<file path="config.mk">
export PLATFORM = sky130hd
export DESIGN_NAME = multiplexer_8x1
export DESIGN_NICKNAME = d
export VERILOG_FILES = /design/src/rtl/mux_pkg.sv /design/src/rtl/mux_onehot_dec.sv /design/src/rtl/multiplexer_8x1.sv
export SDC_FILE = /design/constraint.sdc
export NUM_CORES = 1
export LEC_CHECK = 0
export CAP_MARGIN = 25
export CELL_PAD_IN_SITES_DETAIL_PLACEMENT = 1
export CELL_PAD_IN_SITES_GLOBAL_PLACEMENT = 1
export CORE_AREA = 2 2 39 41
export CTS_CLUSTER_DIAMETER = 100
export DETAILED_ROUTE_END_ITERATION = 12
export DIE_AREA = 0 0 41 43
export PLACE_DENSITY_LB_ADDON = 0.12
export REMOVE_ABC_BUFFERS = 1
export SLEW_MARGIN = 20
export SYNTH_ARGS = -nofsm -noshare
export SYNTH_HDL_FRONTEND = slang
export SYNTH_SLANG_ARGS = --single-unit
</file>
<file path="constraint.sdc">
create_clock -name clk -period 2.52 [get_ports clk]
set_clock_uncertainty 0.15 [all_clocks]
set_input_delay 0.504 -clock clk [delete_from_list [all_inputs] [get_ports clk]]
set_output_delay 0.504 -clock clk [all_outputs]
set_load 0.03 [all_outputs]
</file>
<file path="src/rtl/mux_pkg.sv">
// Shared constants and select type for the 8-to-1 lane selector.
// Lane count and select width are fixed; only the lane width is a parameter of the top.
package mux_pkg;
  localparam int N_LANES = 8;
  localparam int SEL_W   = 3;

  typedef logic [SEL_W-1:0] sel_t;
endpackage

</file>
<file path="src/rtl/mux_onehot_dec.sv">
// 3-to-8 one-hot decoder driving the lane gates of the 8-to-1 selector.
// Every select code maps to exactly one asserted bit, so the output is never all-zero.
module mux_onehot_dec
  import mux_pkg::*;
(
  input  sel_t               i_sel,
  output logic [N_LANES-1:0] o_onehot
);

  always_comb begin
    o_onehot = '0;
    for (int k = 0; k < N_LANES; k++) begin
      o_onehot[k] = (i_sel == sel_t'(k));
    end
  end

endmodule

</file>
<file path="src/rtl/multiplexer_8x1.sv">
// 8-to-1 lane selector with a combinational output and an enabled register copy.
// Lane k of d sits at d[k*W +: W] and is chosen by select code k.
module multiplexer_8x1
  import mux_pkg::*;
#(
  parameter int W = 1
)
(
  input  logic                 clk,
  input  logic                 rst,
  input  logic [SEL_W-1:0]     s,
  input  logic [N_LANES*W-1:0] d,
  input  logic                 en,
  output logic [W-1:0]         y,
  output logic [W-1:0]         y_q,
  output logic                 y_q_valid
);

  logic [N_LANES-1:0] w_onehot;
  logic [W-1:0]       w_y;
  logic [W-1:0]       r_y_q;
  logic               r_valid;

  mux_onehot_dec u_dec (
    .i_sel    (s),
    .o_onehot (w_onehot)
  );

  // AND-OR selection: exactly one lane gate is open for any select code.
  always_comb begin
    w_y = '0;
    for (int k = 0; k < N_LANES; k++) begin
      w_y = w_y | (d[k*W +: W] & {W{w_onehot[k]}});
    end
  end

  // Reset wins over en, so a capture on a reset edge is dropped.
  always_ff @(posedge clk) begin
    if (rst) begin
      r_y_q   <= '0;
      r_valid <= 1'b0;
    end else if (en) begin
      r_y_q   <= w_y;
      r_valid <= 1'b1;
    end
  end

  assign y         = w_y;
  assign y_q       = r_y_q;
  assign y_q_valid = r_valid;

endmodule

</file>
==> summary by stage <==
Run status
The flow ran to the end, and the final reports show no timing, DRC or antenna violations.

Critical path
For flop-to-flop paths, the worst setup slack is 1.76 ns. The startpoint identified for the worst register-to-register timing path is y_q$_SDFFE_PP0P_. Counting cells, the worst reg-to-reg path comes to 2. The required time at the worst-slack endpoint is 1.87 ns. The type of the setup path with the least slack is in -> out. Data on the critical path arrives at its endpoint at 1.74 ns. Of all nets on the critical path, the largest fanout is 2. The critical register-to-register path endpoint is y_q$_SDFFE_PP0P_. The worst setup path is captured at a primary output.

The launching element type of the critical path is an input pin.

GRT
For this run, global-route usage on met2 was measured as 10.9%. The met1 track demand over resource is 4.81%. The via count of the first global-routing pass is 187. The total congestion overflow is 0.

The initial antenna violation count was 0. The global-route layer with the greatest usage is met2. The combined global-route utilization of all metal layers is 5.92%. Global routing consumed, on the met3 layer, 3.14% of the routing resources.

Entering global routing, the biggest net connects 5 pins. The first global-routing pass estimated 683 µm of wire.

Logic synthesis
In the post-synthesis netlist, the biggest area contributors are sky130_fd_sc_hd__dfxtp_1 (30%), sky130_fd_sc_hd__mux2i_1 (30%), sky130_fd_sc_hd__mux4_2 (17%), sky130_fd_sc_hd__a211oi_2 (9.3%), sky130_fd_sc_hd__nor2_1 (8.3%). Of the synthesized area, sequential elements account for around 30%. In this run, synthesis inferred 0 flip-flops with an integrated enable. The synthesized cell area is 135 µm².

The number of warnings issued by yosys is 0. For this run, asynchronously set or reset flops after synthesis account for 0%. Among all cell types in the netlist, the one instantiated most often is sky130_fd_sc_hd__mux2i_1.

In this run the mean area of a mapped cell was 10.4 µm². The cell taking the most area after synthesis is sky130_fd_sc_hd__dfxtp_1. The area fraction of the dominant cell type after synthesis is between 20% and 30%. After synthesis, the most frequently instantiated cells are sky130_fd_sc_hd__mux2i_1 (4), sky130_fd_sc_hd__nor2_1 (3), sky130_fd_sc_hd__dfxtp_1 (2). The unique cell type count in the Yosys netlist is 7. The count of state elements after synthesis is 2. Among all flip-flop cells after synthesis, the most frequent one is sky130_fd_sc_hd__dfxtp_1.

In the synthesized netlist, the number of instances is 13.

Cells and area
For this run, the share of the core covered by cells in the final layout is 24.3%. The number of standard cells in the final layout excluding fillers is between 40 and 50. The post-route netlist has 21.9% of its cells at a drive strength greater than 1. In the final layout, the multi-input gates occupy 86.3 µm². In the final layout, flip-flops and latches occupy 40.0 µm². The area added between synthesis and finish is 149%. The final antenna diode count is 0.

The number of nets in the final layout is 48. Counting the fill cells in the layout gives between 150 and 200.

Timing
The final critical path takes up 95.1% of the cycle. Setup repair after global routing left no endpoint under its margin. Subtracting the final worst setup slack from the clock period gives 2.40 ns. Measured against its own limit, the worst slew margin works out to 79.4%.

The final count of pins violating max slew is 0. The setup violation total in the final timing report is 0. The final total negative setup slack is 0 ns. For the pin with the worst max-slew slack, the measured transition is 0.309 ns. The worst setup slack after layout is roughly 0.12 ns. The highest clock rate is 417 MHz. The number of endpoints with negative hold slack in the final report came to 0.

Clock tree
The number of post-CTS setup repair buffers is 0. At the later pin of the worst-skew pair, clock insertion delay measures 0.22 ns. The count of H-tree levels built during CTS is 1. The longest clock path from root to sink contains 2 buffers. Clock-pin slew was measured on the worst setup and hold paths at 0.03 ns. CTS saw 2 sinks.

Clock tree synthesis inserted a total of 3 buffers. TritonCTS built the clock tree. In this run the clock root is driven by a sky130_fd_sc_hd__clkbuf_4.

Power
The internal cell power is 121 µW. The clock group share of total power is 43.0%. Of the total power, combinational logic draws 34.7%. The net load switching power is 38.3 µW. The leakage component of the power is 0.143 nW.

The post-layout total power is 159 µW. For this design the ratio of total power to cell area is roughly 470 nW/µm². The switching fraction of total power is 24.1%. Registers are responsible for 22.4% of the overall power. The maximum vdd drop is 0.115 mV.

Floorplanning
For this configuration, the core starts out at a cell density of 9.76%. After floorplanning, the core was sized to cover ~1400 µm². In this run the count of I/O pins placed on the die edge is 17. The number of placement rows is 14. Measured along the y axis, the die boundary spans 43 µm. The die is just over 40 µm wide. The die covers 1760 µm².

Route
The detail route stage leaves a number of antenna-violating nets equal to 0. The total via count in the routed design is 171. The remaining routing DRC violations is 0.

In the final routed layout, each cell accounts on average for 9.79 µm. The number of vias per cell is 3.56. The number of optimization iterations in the first detailed-route pass is 1. The final routed wirelength across all metal layers is between 400 and 500 µm. The detailed router finished its first iteration with 0 violations.

Hold path
The instance count along the most critical hold path is 2. The class of the most critical hold timing path is reg -> reg. In this run the most critical hold path is launched from y_q_valid$_SDFFE_PP0P_.

The terminating pin of the worst hold path is y_q_valid$_SDFFE_PP0P_.

Place
The number of buffers inserted by port buffering is 16. The global placement routability congestion is approximately 0.54. The number of placed instances with taps included is 45. Before CTS, the worst setup slack after placement is -0.0630 ns.

The sum of net half-perimeters after detailed placement is 439 µm.

Flow run
The number of maximum-capacitance constraint violations is 0.
layer usage:
| layer | part of all wire [%] | vias up |
|---|---|---|
| met4 | 0 | 0 |
| met2 | 45 | 17 |
| li1 | - | 85 |
| met5 | 0 | - |
| met3 | 15 | 0 |
| met1 | 39 | 69 |
sequential cells by signal (all words and copies together), names as in the netlist:
name       flops
y_q_valid      1
y_q            1
through the flow:
stage / hold slack (ns) / area, µm²
2_1_floorplan: 0.419 / 130
3_3_place_gp: 0.301 / 315
3_5_place_dp: 0.321 / 315
4_1_cts: 0.327 / 337
5_1_grt: 0.395 / 337
6_report: 0.316 / 337
kinds of logic (layout without fill, tap and decap cells):
| logic type | Yosys count | after routing | share of synthesized area (%) |
|---|---|---|---|
| AOI/OAI and AO/OA | 1 | 1 | 9.26 |
| buffers and inverters | 2 | 21 | 6.48 |
| DFF | 2 | 2 | 29.6 |
| muxes | 5 | 5 | 46.3 |
| and+or+nand+nor | 3 | 3 | 8.33 |
power by group through the flow:
| stage | registers (mW) | logic (mW) | clock network, mW |
|---|---|---|---|
| global route | 0.0360 | 0.0601 | 0.0742 |
| finish | 0.0356 | 0.0551 | 0.0683 |
| CTS | 0.0356 | 0.0561 | 0.0728 |
| floorplan | 0.0410 | 0.0160 | 0 |
| detailed placement | 0.0360 | 0.0566 | 0 |
| global placement | 0.0360 | 0.0557 | 0 |
placed cells by master (no fill, tap or decap):
master,n
sky130_fd_sc_hd__dlygate4sd2_1,1
sky130_fd_sc_hd__inv_1,1
sky130_fd_sc_hd__nor2_1,3
sky130_fd_sc_hd__clkdlybuf4s50_1,14
sky130_fd_sc_hd__clkbuf_4,3
sky130_fd_sc_hd__a211oi_2,1
sky130_fd_sc_hd__mux4_2,1
sky130_fd_sc_hd__mux2i_1,4
sky130_fd_sc_hd__dfxtp_1,2
sky130_fd_sc_hd__buf_4,2
worst max-delay path, cell delays in order:
cell and delay [ns]:
sky130_fd_sc_hd__clkdlybuf4s50_1 0.46, sky130_fd_sc_hd__mux2i_1 0.07, sky130_fd_sc_hd__mux4_2 0.48, sky130_fd_sc_hd__inv_1 0.07, sky130_fd_sc_hd__buf_4 0.15
layout make-up:
| cell class | instances | area share (%) |
|---|---|---|
| Tap cell | 16 | 5.95 |
| Inverter | 1 | 1.12 |
| Timing Repair Buffer | 17 | 48.7 |
| Sequential cell | 2 | 11.9 |
| Multi-Input combinational cell | 9 | 25.7 |
| Clock buffer | 3 | 6.69 |
worst max-delay path by stage:
stage | from | to | slack, ns
final | d[1] | y | 0.12
after global routing | d[7] | y | 0.05
after detailed placement | s[0] | y | -0.06
after CTS | d[1] | y | 0.11
after global placement | s[0] | y | -0.02
after floorplan | s[0] | y | 0.57
what timing repair did:
| action | 4_1_cts | 5_1_grt |
|---|---|---|
| resized for setup | 1 | 0 |
| hold buffers | 0 | 0 |
| setup endpoints to repair | 1 | 0 |
(Power assumes the default switching activity.)
